===== src/rtl/amp_pwr_seq.sv =====
// Amplifier power/fault sequencer: keeps the amps in shutdown until the EQ queues
// fill, warms up, then filters amp fault pins with bounded cooldown/retry and lockout.
module amp_pwr_seq #(
  parameter int N_AMP        = 1,
  parameter int STARTUP_CYC  = 250000,
  parameter int FLT_FILT_CYC = 16,
  parameter int COOL_CYC     = 5000000,
  parameter int STABLE_CYC   = 50000000,
  parameter int MAX_RETRY    = 3
) (
  input  logic             clk,
  input  logic             rst_n,
  input  logic [N_AMP-1:0] Flt_n,
  input  logic             q_full,
  input  logic             clr_lock,
  output logic             sht_dwn,
  output logic             amp_on,
  output logic             locked_out,
  output logic [N_AMP-1:0] flt_src,
  output logic [3:0]       retry_cnt
);

  typedef enum logic [2:0] {
    ST_OFF  = 3'd0,
    ST_WARM = 3'd1,
    ST_RUN  = 3'd2,
    ST_COOL = 3'd3,
    ST_LOCK = 3'd4
  } state_t;

  localparam int FW   = (FLT_FILT_CYC > 1) ? $clog2(FLT_FILT_CYC) : 1;
  localparam int TMAX = (STARTUP_CYC > COOL_CYC) ? STARTUP_CYC : COOL_CYC;
  localparam int TW   = (TMAX > 1) ? $clog2(TMAX) : 1;
  localparam int SW   = (STABLE_CYC > 1) ? $clog2(STABLE_CYC) : 1;

  localparam logic [FW-1:0] FLT_TC    = FW'(FLT_FILT_CYC - 1);
  localparam logic [FW-1:0] FLT_ONE   = FW'(1);
  localparam logic [TW-1:0] WARM_TC   = TW'(STARTUP_CYC - 1);
  localparam logic [TW-1:0] COOL_TC   = TW'(COOL_CYC - 1);
  localparam logic [TW-1:0] TM_ONE    = TW'(1);
  localparam logic [SW-1:0] STAB_TC   = SW'(STABLE_CYC - 1);
  localparam logic [SW-1:0] STAB_ONE  = SW'(1);
  localparam logic [3:0]    RETRY_MAX = 4'(MAX_RETRY);

  logic [N_AMP-1:0] sync1_r, sync2_r;
  logic [FW-1:0]    flt_cnt_r;
  logic             flt_hold_r;
  logic             any_low_s, filt_arm_s, flt_det_s;
  state_t           state_r, next_s;
  logic [TW-1:0]    tm_r;
  logic [SW-1:0]    stab_cnt_r;
  logic             sht_dwn_r;
  logic [N_AMP-1:0] flt_src_r;
  logic [3:0]       retry_r;

  // Two-stage synchroniser on the fault pins, preset to the no-fault level
  always_ff @(posedge clk or negedge rst_n) begin
    if (!rst_n) begin
      sync1_r <= {N_AMP{1'b1}};
      sync2_r <= {N_AMP{1'b1}};
    end else begin
      sync1_r <= Flt_n;
      sync2_r <= sync1_r;
    end
  end

  // Fault filter decode; the filter is only armed while the amps are coming up or running
  always_comb begin
    any_low_s  = ~&sync2_r;
    filt_arm_s = (state_r == ST_WARM) || (state_r == ST_RUN);
    flt_det_s  = any_low_s && filt_arm_s && (flt_cnt_r == FLT_TC) && !flt_hold_r;
  end

  // Shared low-run counter; held clear while disarmed so a persistent fault re-qualifies on each retry
  always_ff @(posedge clk or negedge rst_n) begin
    if (!rst_n) begin
      flt_cnt_r  <= {FW{1'b0}};
      flt_hold_r <= 1'b0;
    end else if (!filt_arm_s || !any_low_s) begin
      flt_cnt_r  <= {FW{1'b0}};
      flt_hold_r <= 1'b0;
    end else begin
      if (flt_cnt_r != FLT_TC) begin
        flt_cnt_r <= flt_cnt_r + FLT_ONE;
      end
      if (flt_det_s) begin
        flt_hold_r <= 1'b1;
      end
    end
  end

  // Next-state decode
  always_comb begin
    next_s = state_r;
    case (state_r)
      ST_OFF: begin
        if (q_full) next_s = ST_WARM;
        else        next_s = ST_OFF;
      end
      ST_WARM: begin
        if (flt_det_s)            next_s = ST_COOL;
        else if (!q_full)         next_s = ST_OFF;
        else if (tm_r == WARM_TC) next_s = ST_RUN;
        else                      next_s = ST_WARM;
      end
      ST_RUN: begin
        if (flt_det_s) next_s = ST_COOL;
        else           next_s = ST_RUN;
      end
      ST_COOL: begin
        if (tm_r == COOL_TC) begin
          if (retry_r == RETRY_MAX) next_s = ST_LOCK;
          else                      next_s = ST_OFF;
        end else begin
          next_s = ST_COOL;
        end
      end
      ST_LOCK: begin
        if (clr_lock) next_s = ST_OFF;
        else          next_s = ST_LOCK;
      end
      default: next_s = ST_OFF;
    endcase
  end

  // State register, state timer and RUN stability counter
  always_ff @(posedge clk or negedge rst_n) begin
    if (!rst_n) begin
      state_r    <= ST_OFF;
      tm_r       <= {TW{1'b0}};
      stab_cnt_r <= {SW{1'b0}};
    end else begin
      state_r <= next_s;
      if (next_s != state_r) begin
        tm_r <= {TW{1'b0}};
      end else if ((state_r == ST_WARM) || (state_r == ST_COOL)) begin
        tm_r <= tm_r + TM_ONE;
      end else begin
        tm_r <= {TW{1'b0}};
      end
      if ((state_r == ST_RUN) && (next_s == ST_RUN)) begin
        if (stab_cnt_r != STAB_TC) stab_cnt_r <= stab_cnt_r + STAB_ONE;
      end else begin
        stab_cnt_r <= {SW{1'b0}};
      end
    end
  end

  // Registered outputs; shutdown drops on RUN entry and rises the cycle after RUN is left
  always_ff @(posedge clk or negedge rst_n) begin
    if (!rst_n) begin
      sht_dwn_r <= 1'b1;
      flt_src_r <= {N_AMP{1'b0}};
      retry_r   <= 4'd0;
    end else begin
      sht_dwn_r <= !((next_s == ST_RUN) || (state_r == ST_RUN));
      if ((next_s == ST_COOL) && (state_r != ST_COOL)) begin
        flt_src_r <= ~sync2_r;
      end else if ((state_r == ST_LOCK) && clr_lock) begin
        flt_src_r <= {N_AMP{1'b0}};
      end
      if ((state_r == ST_LOCK) && clr_lock) begin
        retry_r <= 4'd0;
      end else if ((state_r == ST_COOL) && (tm_r == COOL_TC) && (retry_r != RETRY_MAX)) begin
        if (retry_r != 4'd15) retry_r <= retry_r + 4'd1;
      end else if ((state_r == ST_RUN) && (stab_cnt_r == STAB_TC)) begin
        retry_r <= 4'd0;
      end
    end
  end

  assign sht_dwn    = sht_dwn_r;
  assign amp_on     = (state_r == ST_RUN);
  assign locked_out = (state_r == ST_LOCK);
  assign flt_src    = flt_src_r;
  assign retry_cnt  = retry_r;

endmodule

===== config.mk =====
export PLATFORM = sky130hd
export DESIGN_NAME = amp_pwr_seq
export DESIGN_NICKNAME = d
export VERILOG_FILES = /design/src/rtl/amp_pwr_seq.sv
export SDC_FILE = /design/constraint.sdc
export NUM_CORES = 1
export LEC_CHECK = 0
export CORE_UTILIZATION = 45
export DETAILED_ROUTE_END_ITERATION = 6
export SLEW_MARGIN = 20
export SYNTH_ARGS = -nofsm -noshare
export SYNTH_HDL_FRONTEND = slang
export SYNTH_SLANG_ARGS = --single-unit

===== constraint.sdc =====
create_clock -name clk -period 2.1 [get_ports clk]
set_input_delay 0.42 -clock clk [delete_from_list [all_inputs] [get_ports clk]]
set_output_delay 0.42 -clock clk [all_outputs]
set_load 0.005 [all_outputs]

# Word level (Yosys, flattened, before mapping)
# Cells that the tools add are included.
# word_totals
output_inout_bits	8
register_bits	65
ram_bits	0
memories	0
rom_bits	0
latch_bits	0
# op_classes
shifts	0
muxes	23
n_div	0
n_reduce_logical	23
eq_ne	19
n_mul	0
n_lt_le_gt_ge	0
bitwise_logic	1
add_sub_neg	4
# ops
cell	count
26-bit two-way mux	2
23-bit two-way mux	2
26-bit by 1-bit adder with 26-bit output (second input constant)	1
26-bit == test (second input constant)	1
26-bit inequality test (second input constant)	1
4-bit two-way mux	6
23-bit by 1-bit adder with 23-bit output (second input constant)	1
23-bit by 18-bit == test with 1-bit output (second input constant)	1
23-bit == test (second input constant)	1
3-bit one-hot mux with 5 select lines	1
3-bit by 2-bit == test with 1-bit output (second input constant)	4
1-bit logical AND	9
3-bit two-way mux	3
4-bit by 1-bit adder with 4-bit output (second input constant)	2
4-bit inequality test (second input constant)	2
1-bit two-way mux	6
2-bit two-way mux	3
3-bit by 2-bit inequality test with 1-bit output (second input constant)	2
2-bit nonzero test	3
4-bit by 2-bit == test with 1-bit output (second input constant)	1
4-bit == test (second input constant)	1
1-bit logical NOT	4
1-bit logical OR	4
4-bit by 2-bit inequality test with 1-bit output (second input constant)	1
other kinds (8)	8

# Longest topological paths before layout
# Gate-level depths: netlist (run 1).
# depth
ltp_word	10
ltp_mapped	7
ltp_nobuf	6

# Least setup slack after synthesis (run 1)
# OpenSTA, ideal clock, no wires.
# synth_path
path_type	reg-to-reg
start	register tm_r[7]
end	register tm_r[10]
setup_slack_ns	0.100
stages_incl_launch_ff	7
arrival_ns	1.861
cell_sequence	dfrtp_1 > or4b_4 > nor4_4 > nand4_2 > a22oi_4 > buf_6 > nor3_2
# synth_via
elab_chain_len	7
elab_cells_between_ends	11
classes_between	add/sub (1); eq/ne (3); mux (7)
# synth_lines
item	line	rtl
start: declaration	50	logic [TW-1:0] tm_r;
start signal: assignment	130	tm_r <= {TW{1'b0}};
start signal: assignment	135	tm_r <= {TW{1'b0}};
start signal: assignment	137	tm_r <= tm_r + TM_ONE;
23-bit by 18-bit == test with 1-bit output	103	else if (tm_r == WARM_TC) next_s = ST_RUN;
2-bit two-way mux	103	
2-bit two-way mux	102	else if (!q_full) next_s = ST_OFF;
2-bit two-way mux	101	if (flt_det_s) next_s = ST_COOL;
3-bit one-hot mux with 5 select lines	95	case (state_r)
3-bit inequality test	134	if (next_s != state_r) begin
23-bit two-way mux *	134	
# Mark *: on every way between the ends. The rest lies on a longest branch, timed or not.
# A chain may end at the register's enable or synchronous reset.

# Worst setup path after layout (run 1)
# layout_path
start	register tm_r[1]
end	register tm_r[13]
# Same word-level chain as after synthesis.

==> flow_summary.yaml, run 1 <==
synthesis:
  synthTopCellsByCount: "dfrtp_1 (62), nor2_1 (37), nand3_1 (32)"
  syn_nets: 377
  synth_top_area_cell: "dfrtp_1"
  ys.flop_type: "dfrtp_1"
  syn_area_per_cell_um2: 9.70
  syn-cell-area_um2: 3570
  ys_types: 55
  ys_async_sr_fraction_pct: 100
  synthTopCellsByArea: "dfrtp_1 (43%), xnor2_1 (6.9%), nand3_1 (4.5%), xor2_1 (4.2%), nor2_1 (3.9%)"
  ys_warn_count: 0
  synth_cells: 368
  netlist.area_leader.share_pct: 43.5
  synth_edf_count: 0
  yosysMostFrequentCell: "dfrtp_1"
  yosysSeqAreaShare_pct: 45.7
  ys_ff_latch: 65
pwr:
  ir_drop_mv: 0.341
  p_total_w: 0.00253
  power.switching_w: 0.000544
  p_sw_share_pct: 21.5
  internal_power_w: 0.00199
  p_leak_nw: 1.75
  combPwrFrac_pct: 3.5
  p_per_area_nw_per_um2: 577
  pwr-share-clk_pct: 46.6
  seqPwrFrac_pct: 49.8
floorplan:
  ioPinCount: 13
  row_count: 32
  die_w_um: 91.1
  die_area_um2: 8290
  die_h_um: 91.1
  initial_utilization_pct: 46.4
  fp.coreArea_um2: 7690
clock_tree:
  cts_sinks: 65
  path_clk_slew_ns: 0.08
  cts_made_buffers: 9
  clockBufferDepth: 2
  cts-root-buf: "clkbuf_8"
  clk_latency_ns: 0.33
  tritoncts: "done"
  htree_levels: 3
  hold_buffers: 0
grt:
  grt_pass1_wl_um: 13200
  antenna_found_initial: 0
  gr-usage-all-layers_pct: 20.0
  grt-ovfl-total: 0
  grt_start_max_net_pins: 66
  grt_pass1_vias: 2777
layout:
  n_antenna_cell: 0
  fin_nets: 430
  utilization_pct: 57.1
  area_delta_synth_final_pct: 23.0
  final_layout_size_suffix_gt1_share_pct: 23.0
  post-route-cell-area_um2: 4390
place:
  io_buffers: 12
  gp_congestion: 0.848
  dpl_cell_area_um2: 4070
  dpl.hpwl_um: 5140
drt:
  vias_per_cell: 5.38
  initialDrtViolationCount: 138
  vias: 2842
  first_pass_iters: 4
  wirelength_um: 7700
  route.detailed.drc: 0
  wl_per_cell_um: 14.6
  ant_nets: 0
timing:
  setup_viol: 0
  hold_viol: 0
  setup_tns_ns: 0
  fmaxAchievable_ghz: 0.481
  maxSlewViolCount: 0
  fin_skew_ns: 0.00953
  rsz0062_at_grt: "true"
  fin_crit_sh_pct: 99.1
  relSlewSlack_pct: 75.0
  tightest_slew_ns: 0.376
  fin_crit_ns: 2.08
setup_path:
  path_class: "flip-flop to flip-flop"
  arrival_ns: 2.28
  cp-start-kind: "flip-flop"
  cp.required_ns: 2.30
  reg2reg_depth: 7
  crit_fanout: 18
  critPathCaptureType: "flip-flop"
run_status:
  status: "finished clean"
hold_path:
  hp-class: "input pin to async pin"
run:
  cap_violations: 0
==> metrics by stage <==
stage,setup slack [ns],hold slack [ns],std cells
finish,0.0192,0.0696,528
global route,-0.0667,0.126,528
CTS,0.00917,0.106,526
detailed placement,-0.00972,0.350,508
global placement,0.0438,0.355,508
floorplan,0.100,0.124,368
==> per-layer routing <==
metal | track usage, % | vias to the layer above | part of all wire [%]
li1 | - | 1410 | -
met1 | 27.6 | 1359 | 48
met2 | 31.1 | 64 | 46
met3 | 5.11 | 9 | 4.0
met4 | 5.29 | 0 | 1.4
met5 | 0 | - | 0
==> flip-flops by register name (all words and copies together) (netlist names) <==
| signal | cells |
|---|---|
| sync2_r | 1 |
| stab_cnt_r | 26 |
| retry_cnt | 4 |
| tm_r | 23 |
| flt_hold_r | 1 |
| flt_src | 1 |
| flt_cnt_r | 4 |
| sht_dwn | 1 |
| sync1_r | 1 |
| state_r | 3 |
==> placed cells by master, fill, tap and decap left out, types with 5 or more instances in the layout <==
cell type and n:
clkbuf_8 10, nor3_2 11, or3_1 9, clkdlybuf4s50_1 9
and3_1 5, nor2_1 35, nor4_1 7, a21oi_1 7
nand2_1 24, xnor2_1 28, nand4_1 14, dfrtp_1 61
nand3_1 31, nor3_1 21, inv_1 15, xor2_1 17
buf_4 41
==> critical path: stages, from the launching register on <==
cell     delay [ns]
dfrtp_1        0.38
ha_1           0.20
nand3_1        0.27
nor4_1         0.33
nand4_1        0.25
a22oi_4        0.25
buf_12         0.19
nor3_1         0.06
==> power by group through the flow <==
stage	registers [W]	clock network, W	logic [W]
detailed placement	0.00129	0	0.0000877
global placement	0.00129	0	0.0000862
CTS	0.00126	0.00121	0.0000905
finish	0.00126	0.00118	0.0000893
floorplan	0.00129	0	0.0000341
global route	0.00126	0.00128	0.000101
==> what timing repair did <==
action	CTS	global route
pin swaps	0	5
buffers inserted	2	2
gates resized for setup	2	16
setup endpoints to repair	3	29
==> final cells by class <==
cell class | instances | area [µm²]
timing repair buffer | 56 | 484
multi-input combinational | 274 | 1870
clock buffer | 11 | 141
clock inverter | 5 | 78.8
inverter | 15 | 56.3
fill | 680 | 3300
tap | 102 | 128
sequential | 65 | 1630
==> cells by family (layout without fill, tap and decap cells) <==
| group | after synthesis | count (layout) | share of synthesized area [%] |
|---|---|---|---|
| buf+inv | 29 | 87 | 3.93 |
| flops | 65 | 65 | 45.7 |
| fa+ha+maj | 4 | 4 | 1.40 |
| xor+xnor | 45 | 45 | 11.0 |
| mux | 2 | 2 | 0.561 |
| simple gates | 198 | 198 | 32.2 |
| compound gates | 25 | 25 | 5.19 |
==> final timing paths <==
check	end	start	slack, ns
max	tm_r[13]	tm_r[1]	0.02
min	retry_cnt[3]	rst_n	0.07
max reg2reg	tm_r[13]	tm_r[1]	0.02
min reg2reg	sync2_r	sync1_r	0.36
max in group asynchronous	tm_r[9]	rst_n	1.68
min in group clk	sync2_r	sync1_r	0.36
Power figures use the tool's default switching activity.
==> run 2, diff against run 1 <==
CORE_UTILIZATION = 55   (was 45)
PLACE_DENSITY = 0.76   (was not set)
==> run 2 against run 1 <==
Compared with the run above:
- clock-buffer cell count is 2 lower
- global-route usage is 5.3 points higher
- sequential power hardly changed
- first-iteration DRC count is 80% higher
- critical path type unchanged
- non-clock buffer count is 9 lower
- wire length is 2.7% higher
- highest routed layer unchanged
- fmax is 2.3% higher
- worst setup slack better by 0.046 ns
- flip-flop and latch count stayed put
- total power is 4.7% higher
==> flow_summary.yaml, run 2 (synthesis gave the netlist of run 1 again) <==
timing:
  fin_crit_ns: 2.03
  fmaxAchievable_ghz: 0.492
  fin_crit_sh_pct: 96.9
  hold_viol: 0
  fin_skew_ns: 0.00769
  worst_slack_ns: 0.0656
  relSlewSlack_pct: 72.7
  setup_viol: 0
  tightest_slew_ns: 0.409
  fin_hold_ws_ns: 0.0533
  maxSlewViolCount: 0
  rsz0062_at_grt: "true"
setup_path:
  crit_chain: "buf_4, or4b_1, nor3b_1, nand4_1, a22oi_4, buf_12, nor3b_1"
  path_class: "flip-flop to flip-flop"
  crit_slowest_cell: "or4b_1"
  crit_fanout: 12
  worst-path-buf-inv: 2
  crit_top_cell: "nor3b_1"
  cp.required_ns: 2.32
  cp_top_family: "simple AND/OR/NAND/NOR gates"
  cp-start-kind: "flip-flop"
  critPathCaptureType: "flip-flop"
  crit_path_max_incr_delay_ns: 0.48
  arrival_ns: 2.26
clock_tree:
  htree_levels: 3
  cts_made_buffers: 9
  hold_buffers: 0
  tritoncts: "done"
  path_clk_slew_ns: 0.07
  cts-root-buf: "clkbuf_8"
  clk_latency_ns: 0.35
  clockBufferDepth: 2
  cts_sinks: 65
drt:
  first_pass_iters: 5
  route.detailed.drc: 0
  highest_layer: "met4"
  m1WireLength_um: 3590
  vias_per_cell: 5.99
  ant_nets: 0
  wirelength_um: 7910
  vias: 2945
  wl_met2_um: 3720
  initialDrtViolationCount: 249
  met3_length_um: 433
  wl_per_cell_um: 16.1
grt:
  gr-usage-all-layers_pct: 25.3
  antenna_found_initial: 0
  grt_pass1_vias: 2789
  grt_pass1_wl_um: 12800
  grt-ovfl-total: 0
  grt_start_max_net_pins: 66
floorplan:
  die_h_um: 82.6
  ioPinCount: 13
  fp.coreArea_um2: 6100
  die_w_um: 82.6
  initial_utilization_pct: 58.5
  die_area_um2: 6810
  row_count: 28
layout:
  utilization_pct: 70.8
  regMostFlops: "stab_cnt_r"
  most-common-layout-cells: "dfrtp_1 (62), nor2_1 (36), nand3_1 (31), buf_4 (31), xnor2_1 (28)"
  final_common_cell: "dfrtp_1"
  largest_register_ff_count: 26
  top_regs: "stab_cnt_r x26, tm_r x23"
  post-route-cell-area_um2: 4320
  n_antenna_cell: 0
  final_layout_size_suffix_gt1_share_pct: 21.3
  fin_nets: 421
  area_delta_synth_final_pct: 21.0
run_status:
  status: "finished clean"
run:
  cap_violations: 0
pwr:
  p_total_w: 0.00265
  p_sw_share_pct: 21.6
  seqPwrFrac_pct: 47.6
  combPwrFrac_pct: 3.4
  internal_power_w: 0.00208
  p_per_area_nw_per_um2: 614
  p_leak_nw: 1.70
  power.switching_w: 0.000573
  ir_drop_mv: 0.510
  pwr-share-clk_pct: 49.0
place:
  dp_slack_ns: 0.0251
  dpl_cell_area_um2: 3980
  io_buffers: 12
  gp_congestion: 0.893
  dpl.hpwl_um: 5180
hold_path:
  hp-class: "input pin to async pin"
-- run 2: changes by cell type in the layout (fill, tap and decap cells not counted), moves of 2 or more --
cell / delta
or3_1: -2
buf_4: -10
clkinvlp_4: +2
or3_4: +2
-- run 2: power groups by stage --
stage,Combinational (W),Sequential [W],Clock [W]
after floorplan,0.0000341,0.00129,0
after global placement,0.0000875,0.00129,0
after detailed placement,0.0000891,0.00129,0
after CTS,0.0000916,0.00126,0.00131
after global routing,0.000101,0.00126,0.00136
final,0.0000903,0.00126,0.00130
-- run 2: final timing paths --
kind                       cells after the start  slack (ns)     start      end
setup / recovery                               7        0.07  tm_r[12]  tm_r[4]
hold / removal                                 2        0.05     rst_n  tm_r[0]
setup reg to reg                               7        0.07  tm_r[12]  tm_r[4]
hold reg to reg                                0        0.36   sync1_r  sync2_r
max in group asynchronous                      2        1.72     rst_n  sync1_r
min in group clk                               0        0.36   sync1_r  sync2_r
-- run 2: metal layers --
layer	up-vias	GRT usage, %
met5	-	0
met1	1432	33.4
met3	18	3.85
li1	1394	-
met4	0	12.8
met2	101	40.3
-- run 2: final cells by class --
cell class	count	area, µm²
Fill cell	434	1780
Multi-Input combinational cell	274	1870
Sequential cell	65	1630
Tap cell	75	93.8
Inverter	15	58.8
Clock inverter	7	119
Timing Repair Buffer	47	425
Clock buffer	9	124
-- run 2: timing repair --
item	CTS	global route
pin swaps	0	3
buffers inserted	3	0
resized for setup	6	10
endpoints found under the setup margin	2	27
gates cloned	0	0
-- run 2: through the flow --
stage                     std cells  setup TNS, ns
after global placement          473              0
after global routing            492        -0.0714
after floorplan                 368              0
final                           492              0
after CTS                       492              0
after detailed placement        473              0
